File: src/rtl/counter_seq_pkg.sv
// counter_seq_ctrl shared types: FSM encoding and job mode constants.
// TURN only exists when COUNTER_SEQ_BOUNCE_EN is defined.
package counter_seq_pkg;

  typedef enum logic [2:0] {
    S_IDLE,
    S_LOAD,
    S_RUN,
`ifdef COUNTER_SEQ_BOUNCE_EN
    S_TURN,
`endif
    S_DONE
  } state_t;

  localparam logic [1:0] MODE_UP     = 2'b00;
  localparam logic [1:0] MODE_DOWN   = 2'b01;
  localparam logic [1:0] MODE_BOUNCE = 2'b10;

endpackage

File: src/rtl/counter_seq_ctrl_clk_en_gen.sv
// Prescaler: ticks once every presc+1 cycles, restarting from 0 on clear.
// The tick lands on the last count of each period.
module clk_en_gen #(
  parameter int PRESC_W = 4
) (
  input  logic               clk,
  input  logic               reset,
  input  logic               clear,
  input  logic [PRESC_W-1:0] presc,
  output logic               tick
);

  logic [PRESC_W-1:0] cnt;

  assign tick = (cnt == presc);

  always_ff @(posedge clk) begin
    if (reset || clear) begin
      cnt <= '0;
    end else if (tick) begin
      cnt <= '0;
    end else begin
      cnt <= cnt + {{(PRESC_W-1){1'b0}}, 1'b1};
    end
  end

endmodule

File: src/rtl/counter_seq_ctrl.sv
// Job sequencer driving the control side of an up/down counter.
// Define COUNTER_SEQ_BOUNCE_EN to add bounce mode and the TURN state.
module counter_seq_ctrl
  import counter_seq_pkg::*;
#(
  parameter int N       = 2,
  parameter int PRESC_W = 4,
  parameter int REP_W   = 4
) (
  input  logic               clk,
  input  logic               reset,
  input  logic               cmd_valid,
  output logic               cmd_ready,
  input  logic [N-1:0]       cmd_start,
  input  logic [N-1:0]       cmd_bound,
  input  logic [1:0]         cmd_mode,
  input  logic [PRESC_W-1:0] cmd_presc,
  input  logic [REP_W-1:0]   cmd_reps,
  input  logic               abort,
  input  logic               co,
  output logic               load,
  output logic               en,
  output logic               clkEN,
  output logic               direction,
  output logic [N-1:0]       par_load,
  output logic [N-1:0]       upper_bound,
  output logic               busy,
  output logic               done
);

  state_t state, state_d;

  logic [N-1:0]       start_q;
  logic [PRESC_W-1:0] presc_q;
  logic [REP_W-1:0]   reps_q;
  logic [REP_W-1:0]   rep_cnt;
  logic [REP_W-1:0]   rep_nxt;
  logic               accept;
  logic               last;
  logic               tick;
  logic               turn_hit;

  assign cmd_ready = (state == S_IDLE);
  assign busy      = !cmd_ready;
  assign accept    = cmd_ready && cmd_valid && !abort;
  assign par_load  = start_q;
  assign rep_nxt   = rep_cnt + {{(REP_W-1){1'b0}}, 1'b1};
  assign last      = (reps_q != '0) && (rep_nxt == reps_q);

`ifdef COUNTER_SEQ_BOUNCE_EN
  logic [N-1:0] bound_q;
  logic [1:0]   mode_q;
  logic         phase;
  logic         bounce;

  assign bounce   = (mode_q == MODE_BOUNCE);
  assign turn_hit = bounce && !phase;

  always_ff @(posedge clk) begin
    if (reset) begin
      bound_q <= '0;
      mode_q  <= '0;
      phase   <= 1'b0;
    end else if (accept) begin
      bound_q <= cmd_bound;
      mode_q  <= cmd_mode;
      phase   <= 1'b0;
    end else if (state == S_TURN && !abort) begin
      phase <= !phase;
    end
  end
`else
  assign turn_hit = 1'b0;
`endif

  clk_en_gen #(
    .PRESC_W(PRESC_W)
  ) u_presc (
    .clk  (clk),
    .reset(reset),
    .clear(state != S_RUN),
    .presc(presc_q),
    .tick (tick)
  );

  always_comb begin
    state_d = state;
    load    = 1'b0;
    en      = 1'b0;
    clkEN   = 1'b0;
    done    = 1'b0;
    unique case (state)
      S_IDLE: begin
        if (accept) state_d = S_LOAD;
      end
      S_LOAD: begin
        load    = 1'b1;
        clkEN   = 1'b1;
        state_d = S_RUN;
      end
      S_RUN: begin
        en    = !co;
        clkEN = tick;
        if (co) begin
          if (last && !turn_hit) state_d = S_DONE;
`ifdef COUNTER_SEQ_BOUNCE_EN
          else if (bounce) state_d = S_TURN;
`endif
          else state_d = S_LOAD;
        end
      end
`ifdef COUNTER_SEQ_BOUNCE_EN
      S_TURN: begin
        state_d = S_RUN;
      end
`endif
      S_DONE: begin
        done    = 1'b1;
        state_d = S_IDLE;
      end
      default: state_d = S_IDLE;
    endcase
    // abort wins over any hit or completion in the same cycle
    if (abort && state != S_IDLE) begin
      state_d = S_IDLE;
      done    = 1'b0;
    end
  end

  always_ff @(posedge clk) begin
    if (reset) begin
      state       <= S_IDLE;
      start_q     <= '0;
      presc_q     <= '0;
      reps_q      <= '0;
      rep_cnt     <= '0;
      direction   <= 1'b0;
      upper_bound <= '0;
    end else begin
      state <= state_d;
      if (accept) begin
        start_q     <= cmd_start;
        presc_q     <= cmd_presc;
        reps_q      <= cmd_reps;
        rep_cnt     <= '0;
        direction   <= (cmd_mode != MODE_DOWN);
        upper_bound <= cmd_bound;
      end
      if (state == S_RUN && co && !abort && !turn_hit) begin
        rep_cnt <= rep_nxt;
      end
`ifdef COUNTER_SEQ_BOUNCE_EN
      if (state == S_TURN && !abort) begin
        direction   <= !direction;
        upper_bound <= phase ? bound_q : start_q;
      end
`endif
    end
  end

endmodule

File: config.mk
export PLATFORM = sky130hd
export DESIGN_NAME = counter_seq_ctrl
export DESIGN_NICKNAME = d
export VERILOG_FILES = /design/src/rtl/counter_seq_pkg.sv /design/src/rtl/counter_seq_ctrl_clk_en_gen.sv /design/src/rtl/counter_seq_ctrl.sv
export SDC_FILE = /design/constraint.sdc
export NUM_CORES = 1
export LEC_CHECK = 0
export CAP_MARGIN = 20
export CELL_PAD_IN_SITES_DETAIL_PLACEMENT = 0
export CELL_PAD_IN_SITES_GLOBAL_PLACEMENT = 1
export CORE_MARGIN = 2
export CORE_UTILIZATION = 25
export CTS_BUF_LIST = sky130_fd_sc_hd__clkbuf_4 sky130_fd_sc_hd__clkbuf_8
export DETAILED_ROUTE_END_ITERATION = 16
export PLACE_DENSITY = 0.63
export SYNTH_ARGS = -nofsm -noshare
export SYNTH_HDL_FRONTEND = slang
export SYNTH_HIERARCHICAL = 1
export SYNTH_SLANG_ARGS = --single-unit
export TNS_END_PERCENT = 20
File: constraint.sdc
create_clock -name clk -period 3.67 [get_ports clk]
set_input_delay 0.734 -clock clk [delete_from_list [all_inputs] [get_ports clk]]
set_output_delay 0.734 -clock clk [all_outputs]
set_load 0.02 [all_outputs]
==> metrics.txt, run 1 <==
area leader, netlist=dfxtp_1; slew margin rel.=39.3%; reported max-cap violation count=0; r2r endpoint=rep_cnt[3]; Final Cycle Share=76.3%; actual slew at the worst max-slew pin=0.907 ns; leakage=0.000596 uW; initial antenna violation count=0; Clk network pwr share=18.6%; Worst Min Path Start=upper_bound[0]; Worst Setup EP=clkEN; leading cell types by total area after synthesis=dfxtp_1 40%, nand2_1 9.1%, a21oi_1 8.2%, ha_1 6.5%, xor2_1 5.3%; crit path from=u_presc/cnt[0]; Routed wire per std cell=12.6 um; Power Total=837 uW; Reg clk slew, reported paths=0.08 ns; Final nets=190; Top FF cell, synth=dfxtp_1; H-tree lvl count=1; # hold bufs at CTS=0; post-synthesis net count=160; Synth top area share=39.7%; Buffers on Ports=29; setup bufs post-CTS=0; Post-Synthesis Cell Area=1160 um2; Comb power frac=44.9%; post-CTS resize count=0; register area share after synthesis=39.7%; r2r setup slk=1.88 ns; Max Freq=357 MHz; TritonCTS clock tree=yes; clk root buf=clkbuf_8; vias=1018; Area Overhead vs Synth=33.1%; Mapped Cells=135; Worst EP required=2.94 ns; worst r2r src=state[0]; RSZ-0062 raised after global routing=false; Skew-Pair Late Insertion Delay=0.26 ns; Setup TNS Final=0 ns; core area=4410 um2; Sw Ratio=38.2%; ant diodes=0; number of global-route vias before repair=1059; Crit. End Element=output port; Pre-Repair DR Iteration Count=3; P_sw=320 uW; Die ar.=5210 um2; Final Max Slew Viols=0; IO Count=30; worst-path fanout max=5; GRT Total Usage=11.2%; Seq cells post-synth=23; starting density of the core=26.3%; Ys Warns=6; Hold Vio Cnt, Final=0; Flop pwr share=36.5%; Worst Path Arrival=2.07 ns; type of the worst setup path=flip-flop to output port; internal power=517 uW; total global routing overflow=0; number of nets with antenna violations after routing=0; first-pass GRT wire length=4760 um; via density per instance=4.71; fillcell total=462; 1st-iter DRT viols=25; endpoints failing setup=0; CTS max path bufs=2; Detailed Place HPWL=2010 um; Final GP Congestion=0.746; Post-Syn Area per Cell=8.60 um2; Clock Sinks=23; FFs w/ async S/R, synth=0%; DR DRC count=0; Final min period=2.80 ns; pwr/cell area=541 nW/um2; FF-to-FF path depth=7; Worst Hold Class=flip-flop to flip-flop; Rows=24; CP Launch Type=flip-flop; chip width=72.2 um; largest net degree at the start of global routing=23; post-synth cell types=33; Peak VDD IR=162 uV; drt total wl=2730 um; outcome=finished clean; TritonCTS Buffers=3; skew final=0.00338 ns; EDFF count, synth=0; Die Y=72.2 um; layout cells sized above 1=6.71%
layer usage:
metal	GRT usage, %	wire (um)	share of wire, %	up-vias
li1	-	-	-	519
met1	14.4	1320	48	468
met3	2.50	166	6.1	2
met5	0	0	0	-
met2	19.3	1210	44	29
met4	2.31	31	1.1	0
worst max-delay path, stage by stage (launching register included):
cell	delay, ns
dfxtp_1	0.35
xor2_1	0.19
nor4_4	0.41
a21oi_1	0.12
nor2b_1	0.12
clkdlybuf4s50_1	0.61
sequential cells by signal, indices dropped and copies added, names as in the netlist:
name         flops
presc_q          4
upper_bound      2
state            2
direction        1
u_presc/cnt      4
reps_q           4
rep_cnt          4
par_load         2
power groups by stage:
stage | registers, uW | logic (uW) | clock network (uW)
2_1_floorplan | 312 | 236 | 0
3_3_place_gp | 310 | 371 | 0
3_5_place_dp | 312 | 379 | 0
4_1_cts | 306 | 381 | 163
5_1_grt | 311 | 410 | 177
6_report | 306 | 375 | 156
cell usage after synthesis (2+ instances only):
| cell | count |
|---|---|
| nor4_1 | 3 |
| nand2_1 | 28 |
| inv_1 | 4 |
| a21oi_1 | 19 |
| nand2b_1 | 3 |
| buf_2 | 2 |
| and3b_1 | 2 |
| nor2_1 | 9 |
| ha_1 | 6 |
| clkbuf_1 | 2 |
| nor3b_1 | 2 |
| o21ai_0 | 2 |
| nand3b_1 | 3 |
| xor2_1 | 7 |
| xnor2_1 | 3 |
| dfxtp_1 | 23 |
cells in the final DEF, fill, tap and decap left out, types with 2 or more instances in the layout:
cell type	n
a21oi_1	19
and3b_1	2
clkbuf_8	3
clkdlybuf4s50_1	29
dfxtp_1	23
ha_1	6
inv_1	4
nand2_1	28
nand2b_1	3
nand3b_1	3
nor2_1	9
nor3b_1	2
nor4_1	3
o21ai_0	2
xnor2_1	3
xor2_1	7
worst min-delay path by stage:
stage | to | cells after the start
final | upper_bound[0] | 2
after global routing | upper_bound[0] | 2
after CTS | upper_bound[0] | 2
after detailed placement | upper_bound[0] | 2
after global placement | upper_bound[0] | 2
after floorplan | presc_q[0] | 2
cell families after synthesis:
kind of cell | synth area share (%)
muxes | 0.862
and+or+nand+nor | 29.6
xor gates and xnor gates | 7.54
AOI/OAI and AO/OA | 12.4
DFF | 39.7
buffers and inverters | 3.45
adders and majority gates | 6.47
metrics by stage:
step                util (%)  std cells  hold WS, ns  instance area [um2]  setup slack (ns)
floorplan                  -        135        0.446                 1160              1.60
CTS                     35.0        216        0.466                 1550             0.821
finish                  35.0        216        0.461                 1550             0.869
global route            35.0        216        0.474                 1550             0.742
detailed placement      34.0        212        0.451                 1500             0.892
global placement        34.0        212        0.448                 1500             0.918
cell type report:
type | count | area, um2 | area share [%]
flip-flops and latches | 23 | 460 | 29.8
multi-input cells | 103 | 661 | 42.8
clock inverters | 1 | 5.00 | 0.324
repair buffers | 30 | 298 | 19.3
clock buffers | 3 | 41.3 | 2.67
inverters | 4 | 15.0 | 0.972
well taps | 52 | 65.1 | 4.21
(Power assumes the default switching activity.)
==> run 2: changes to the inputs <==
==> constraint.sdc (replaced) <==
create_clock -name clk -period 2.6 [get_ports clk]
set_input_delay 0.52 -clock clk [delete_from_list [all_inputs] [get_ports clk]]
set_output_delay 0.52 -clock clk [all_outputs]
set_load 0.02 [all_outputs]
==> run 2 against run 1 <==
Effect of this change: non-clock buffer count grew 2; hold slack better by 0.0016 ns; power grew 44%; clock skew down 0.0019 ns; clock-buffer cell count did not move; die area unchanged; setup slack worse by 0.72 ns; critical path type unchanged; largest power group unchanged.
==> metrics.txt, run 2 (synthesized netlist as in run 1, its figures left out) <==
most frequent cells in the layout=29 x clkdlybuf4s50_1, 28 x nand2_1, 22 x dfxtp_1; critical path's slowest cell=clkdlybuf4s50_1; initial antenna violation count=0; Setup TNS Final=0 ns; skew final=0.00143 ns; placed insts=213; Power Total=1200 uW; # hold bufs at CTS=0; Crit path largest cell delay=0.60 ns; Worst Path Arrival=1.93 ns; TritonCTS clock tree=yes; clk root buf=clkbuf_8; fillcell total=453; Post-DP Area=1510 um2; H-tree lvl count=1; first-pass GRT wire length=4620 um; DR DRC count=0; total global routing overflow=0; CP Cell Sequence=xor2_1 -> nor4_4 -> a21oi_1 -> nor2b_1 -> clkdlybuf4s50_1; GRT Total Usage=11.1%; type of the worst setup path=flip-flop to output port; Pre-Repair DR Iteration Count=4; FF-to-FF path depth=6; layout cells sized above 1=9.04%; post-route insts no fill=218; Skew-Pair Late Insertion Delay=0.27 ns; core area=4410 um2; Crit. End Element=output port; Clock Sinks=23; Buffers on Ports=29; TritonCTS Buffers=3; largest net degree at the start of global routing=17; slew margin rel.=76.6%; CTS max path bufs=2; ant diodes=0; pwr/cell area=769 nW/um2; Worst EP required=2.08 ns; Final Max Slew Viols=0; Final nets=192; Detailed Place HPWL=1990 um; Worst Hold Class=flip-flop to flip-flop; Final Cycle Share=94.2%; CP Launch Type=flip-flop; endpoints failing setup=0; Final GP Congestion=0.782; Hold Vio Cnt, Final=0; worst hold path depth=2; worst-path fanout max=3; final instance area=1560 um2; Routed wire per std cell=12.6 um; Area Overhead vs Synth=34.7%; number of global-route vias before repair=994; final core occ=35.4%; 1st-iter DRT viols=17; reported max-cap violation count=0; Peak VDD IR=222 uV; vias=1041; RSZ-0062 raised after global routing=false; actual slew at the worst max-slew pin=0.352 ns; via density per instance=4.78; Die ar.=5210 um2; number of nets with antenna violations after routing=0; drt total wl=2740 um; chip width=72.2 um; Max Freq=408 MHz; Rows=24; register area=462 um2; Reg clk slew, reported paths=0.09 ns; IO Count=30; Multi-input gate area=663 um2; outcome=finished clean; Final min period=2.45 ns; leakage=0.000604 uW; commonest non-fill, non-tap cell in the layout=clkdlybuf4s50_1; Die Y=72.2 um; starting density of the core=26.3%
==> run 2: changes by cell type in the layout (fill, tap and decap cells not counted), sizes merged <==
cell,before,now
buf,1,3
==> run 2: cell type report <==
cell class	count	area share, %
multi-input cells	103	42.4
flip-flops and latches	23	29.5
repair buffers	32	20.0
well taps	52	4.16
clock buffers	3	2.64
inverters	4	0.960
clock inverters	1	0.320
==> run 2: final timing paths <==
path | startpoint | endpoint | slack, ns
setup / recovery | u_presc/cnt[1] | clkEN | 0.15
hold / removal | par_load[1] | par_load[1] | 0.46
setup reg to reg | state[1] | state[0] | 0.90
hold reg to reg | par_load[1] | par_load[1] | 0.46
==> run 2: critical path: cells and delay by family (launching register included) <==
family | cells | cell delay (ns)
compound gates | 1 | 0.11
xor+xnor | 1 | 0.17
buf+inv | 1 | 0.60
flops | 1 | 0.35
simple gates | 2 | 0.43
==> run 2: through the flow <==
stage | hold WS [ns] | setup slack (ns)
floorplan | 0.446 | 0.739
global placement | 0.448 | 0.277
detailed placement | 0.454 | 0.262
CTS | 0.470 | 0.0809
global route | 0.479 | 0.0239
finish | 0.463 | 0.150
==> run 2: repair_timing <==
action | CTS | global route
pin swaps | 1 | 0
gates resized for setup | 0 | 2
buffers inserted | 1 | 0
setup endpoints to repair | 1 | 1
==> run 2: report_power, final <==
part           internal [uW]  total (uW)  switching (uW)
Sequential               393         433            40.2
Combinational            241         540             299
Clock                    107         230             123
==> run 2: routing by layer <==
metal	wire [um]	share of wire, %	vias up	GRT usage [%]
met4	19	0.69	0	2.52
li1	-	-	522	-
met5	0	0	-	0
met3	197	7.2	2	2.92
met1	1300	48	485	14.6
met2	1220	45	32	18.1
==> run 3: changes to the inputs <==
--- a/config.mk
+++ b/config.mk
@@ -12,6 +12,7 @@
 export CORE_UTILIZATION = 25
 export CTS_BUF_LIST = sky130_fd_sc_hd__clkbuf_4 sky130_fd_sc_hd__clkbuf_8
 export DETAILED_ROUTE_END_ITERATION = 16
+export MAX_ROUTING_LAYER = met4
 export PLACE_DENSITY = 0.63
 export SYNTH_ARGS = -nofsm -noshare
 export SYNTH_HDL_FRONTEND = slang
==> constraint.sdc (replaced) <==
create_clock -name clk -period 2.6 [get_ports clk]
set_input_delay 0.52 -clock clk [delete_from_list [all_inputs] [get_ports clk]]
set_output_delay 0.52 -clock clk [all_outputs]
set_load 0.005 [all_outputs]
==> run 3 against run 2 <==
Effect of this change: via count unchanged; clock power down 3%; sequential power is essentially flat; sequential share of layout area is 0.15 points lower; final cell count up 0.46%; clock skew decreased by 0.00085 ns; setup slack improved by 0.034 ns; core utilization is 0.085 points higher; design area increased by 0.24%; critical path type unchanged; largest power group unchanged.
==> metrics.txt, run 3 (synthesized netlist as in run 1, its figures left out) <==
Reg clk slew, reported paths=0.08 ns; outcome=finished clean; slew margin rel.=77.3%; commonest non-fill, non-tap cell in the layout=clkdlybuf4s50_1; TritonCTS clock tree=yes; Clock Sinks=23; drt total wl=2640 um; Final GP Congestion=0.789; Final nets=193; Final Cycle Share=93.0%; RSZ-0062 raised after global routing=false; total global routing overflow=0; Die Y=72.2 um; ant diodes=0; CTS max path bufs=2; TritonCTS Buffers=3; worst-path fanout max=6; Final min period=2.42 ns; via density per instance=4.75; largest net degree at the start of global routing=17; register area=460 um2; DR DRC count=0; first-pass GRT wire length=4550 um; vias=1041; Buffers on Ports=29; Multi-input gate area=661 um2; Detailed Place HPWL=1980 um; Area Overhead vs Synth=35.0%; Hold Vio Cnt, Final=0; WHS=0.464 ns; IO Count=30; type of the worst setup path=flip-flop to output port; placed insts=213; number of nets with antenna violations after routing=0; H-tree lvl count=1; Pre-Repair DR Iteration Count=4; reported max-cap violation count=0; pwr/cell area=722 nW/um2; leakage=0.000609 uW; endpoints failing setup=0; clk root buf=clkbuf_8; CP Launch Type=flip-flop; actual slew at the worst max-slew pin=0.341 ns; Peak VDD IR=234 uV; initial antenna violation count=0; post-route insts no fill=219; layout cells sized above 1=8.38%; Worst Hold Class=flip-flop to flip-flop; Setup TNS Final=0 ns; core area=4410 um2; Skew-Pair Late Insertion Delay=0.26 ns; chip width=72.2 um; Final Max Slew Viols=0; most frequent cells in the layout=29 x clkdlybuf4s50_1, 28 x nand2_1, 23 x dfxtp_1; Die ar.=5210 um2; starting density of the core=26.3%; Crit. End Element=output port; number of global-route vias before repair=996; Worst Path Arrival=1.90 ns; GRT Total Usage=11.3%; skew final=0.000582 ns; Rows=24; Worst EP required=2.08 ns; 1st-iter DRT viols=22; Routed wire per std cell=12.1 um; Max Freq=414 MHz; fillcell total=457
run 3: changes by cell type in the layout (fill, tap and decap cells not counted):
cell | previous run | this run
buf_4 | 3 | 4
dfxtp_1 | 22 | 23
dfxtp_2 | 1 | 0
ha_1 | 5 | 6
ha_2 | 1 | 0
run 3: worst paths after layout:
kind	start	to	slack, ns	depth (start not counted)
worst max register to register	state[0]	state[1]	0.82	6
worst min register to register	par_load[1]	par_load[1]	0.46	2
worst max-delay path	state[0]	done	0.18	6
worst min-delay path	par_load[1]	par_load[1]	0.46	2
run 3: worst max-delay path, stage by stage, from the launching register on:
cell	delay, ns
dfxtp_1	0.46
inv_1	0.10
ha_1	0.28
inv_1	0.12
nand2_1	0.08
and2_1	0.17
clkdlybuf4s50_1	0.43
run 3: layer usage:
layer | vias to the layer above | part of all wire (%) | track usage [%]
met2 | 30 | 45 | 17.8
met5 | - | 0 | -
li1 | 523 | - | -
met4 | 0 | 0.53 | 2.52
met1 | 486 | 49 | 14.7
met3 | 2 | 5.9 | 2.36
run 3: layout make-up:
type | count | share of cell area [%]
Inverter | 4 | 0.958
Multi-Input combinational cell | 103 | 42.1
Timing Repair Buffer | 33 | 20.4
Sequential cell | 23 | 29.4
Tap cell | 52 | 4.15
Clock buffer | 3 | 2.63
Clock inverter | 1 | 0.319
run 3: what timing repair did:
item,4_1_cts,5_1_grt
hold buffers,0,0
hold endpoints to repair,0,0
endpoints found under the setup margin,0,1
buffers inserted,0,2
resized for setup,0,0
run 3: per-stage QoR:
stage          utilization [%]  worst slack, ns  power (uW)  instance area [um2]
3_5_place_dp              34.1            0.360         908                 1510
2_1_floorplan                -            0.986         712                 1160
3_3_place_gp              34.1            0.370         904                 1510
6_report                  35.5            0.183        1130                 1570
5_1_grt                   35.5           0.0366        1220                 1570
4_1_cts                   35.2           0.0920        1130                 1550
run 3: power by group:
| group | switching (uW) | internal [uW] |
|---|---|---|
| registers | 39.8 | 391 |
| clock network | 115 | 107 |
| logic | 237 | 242 |
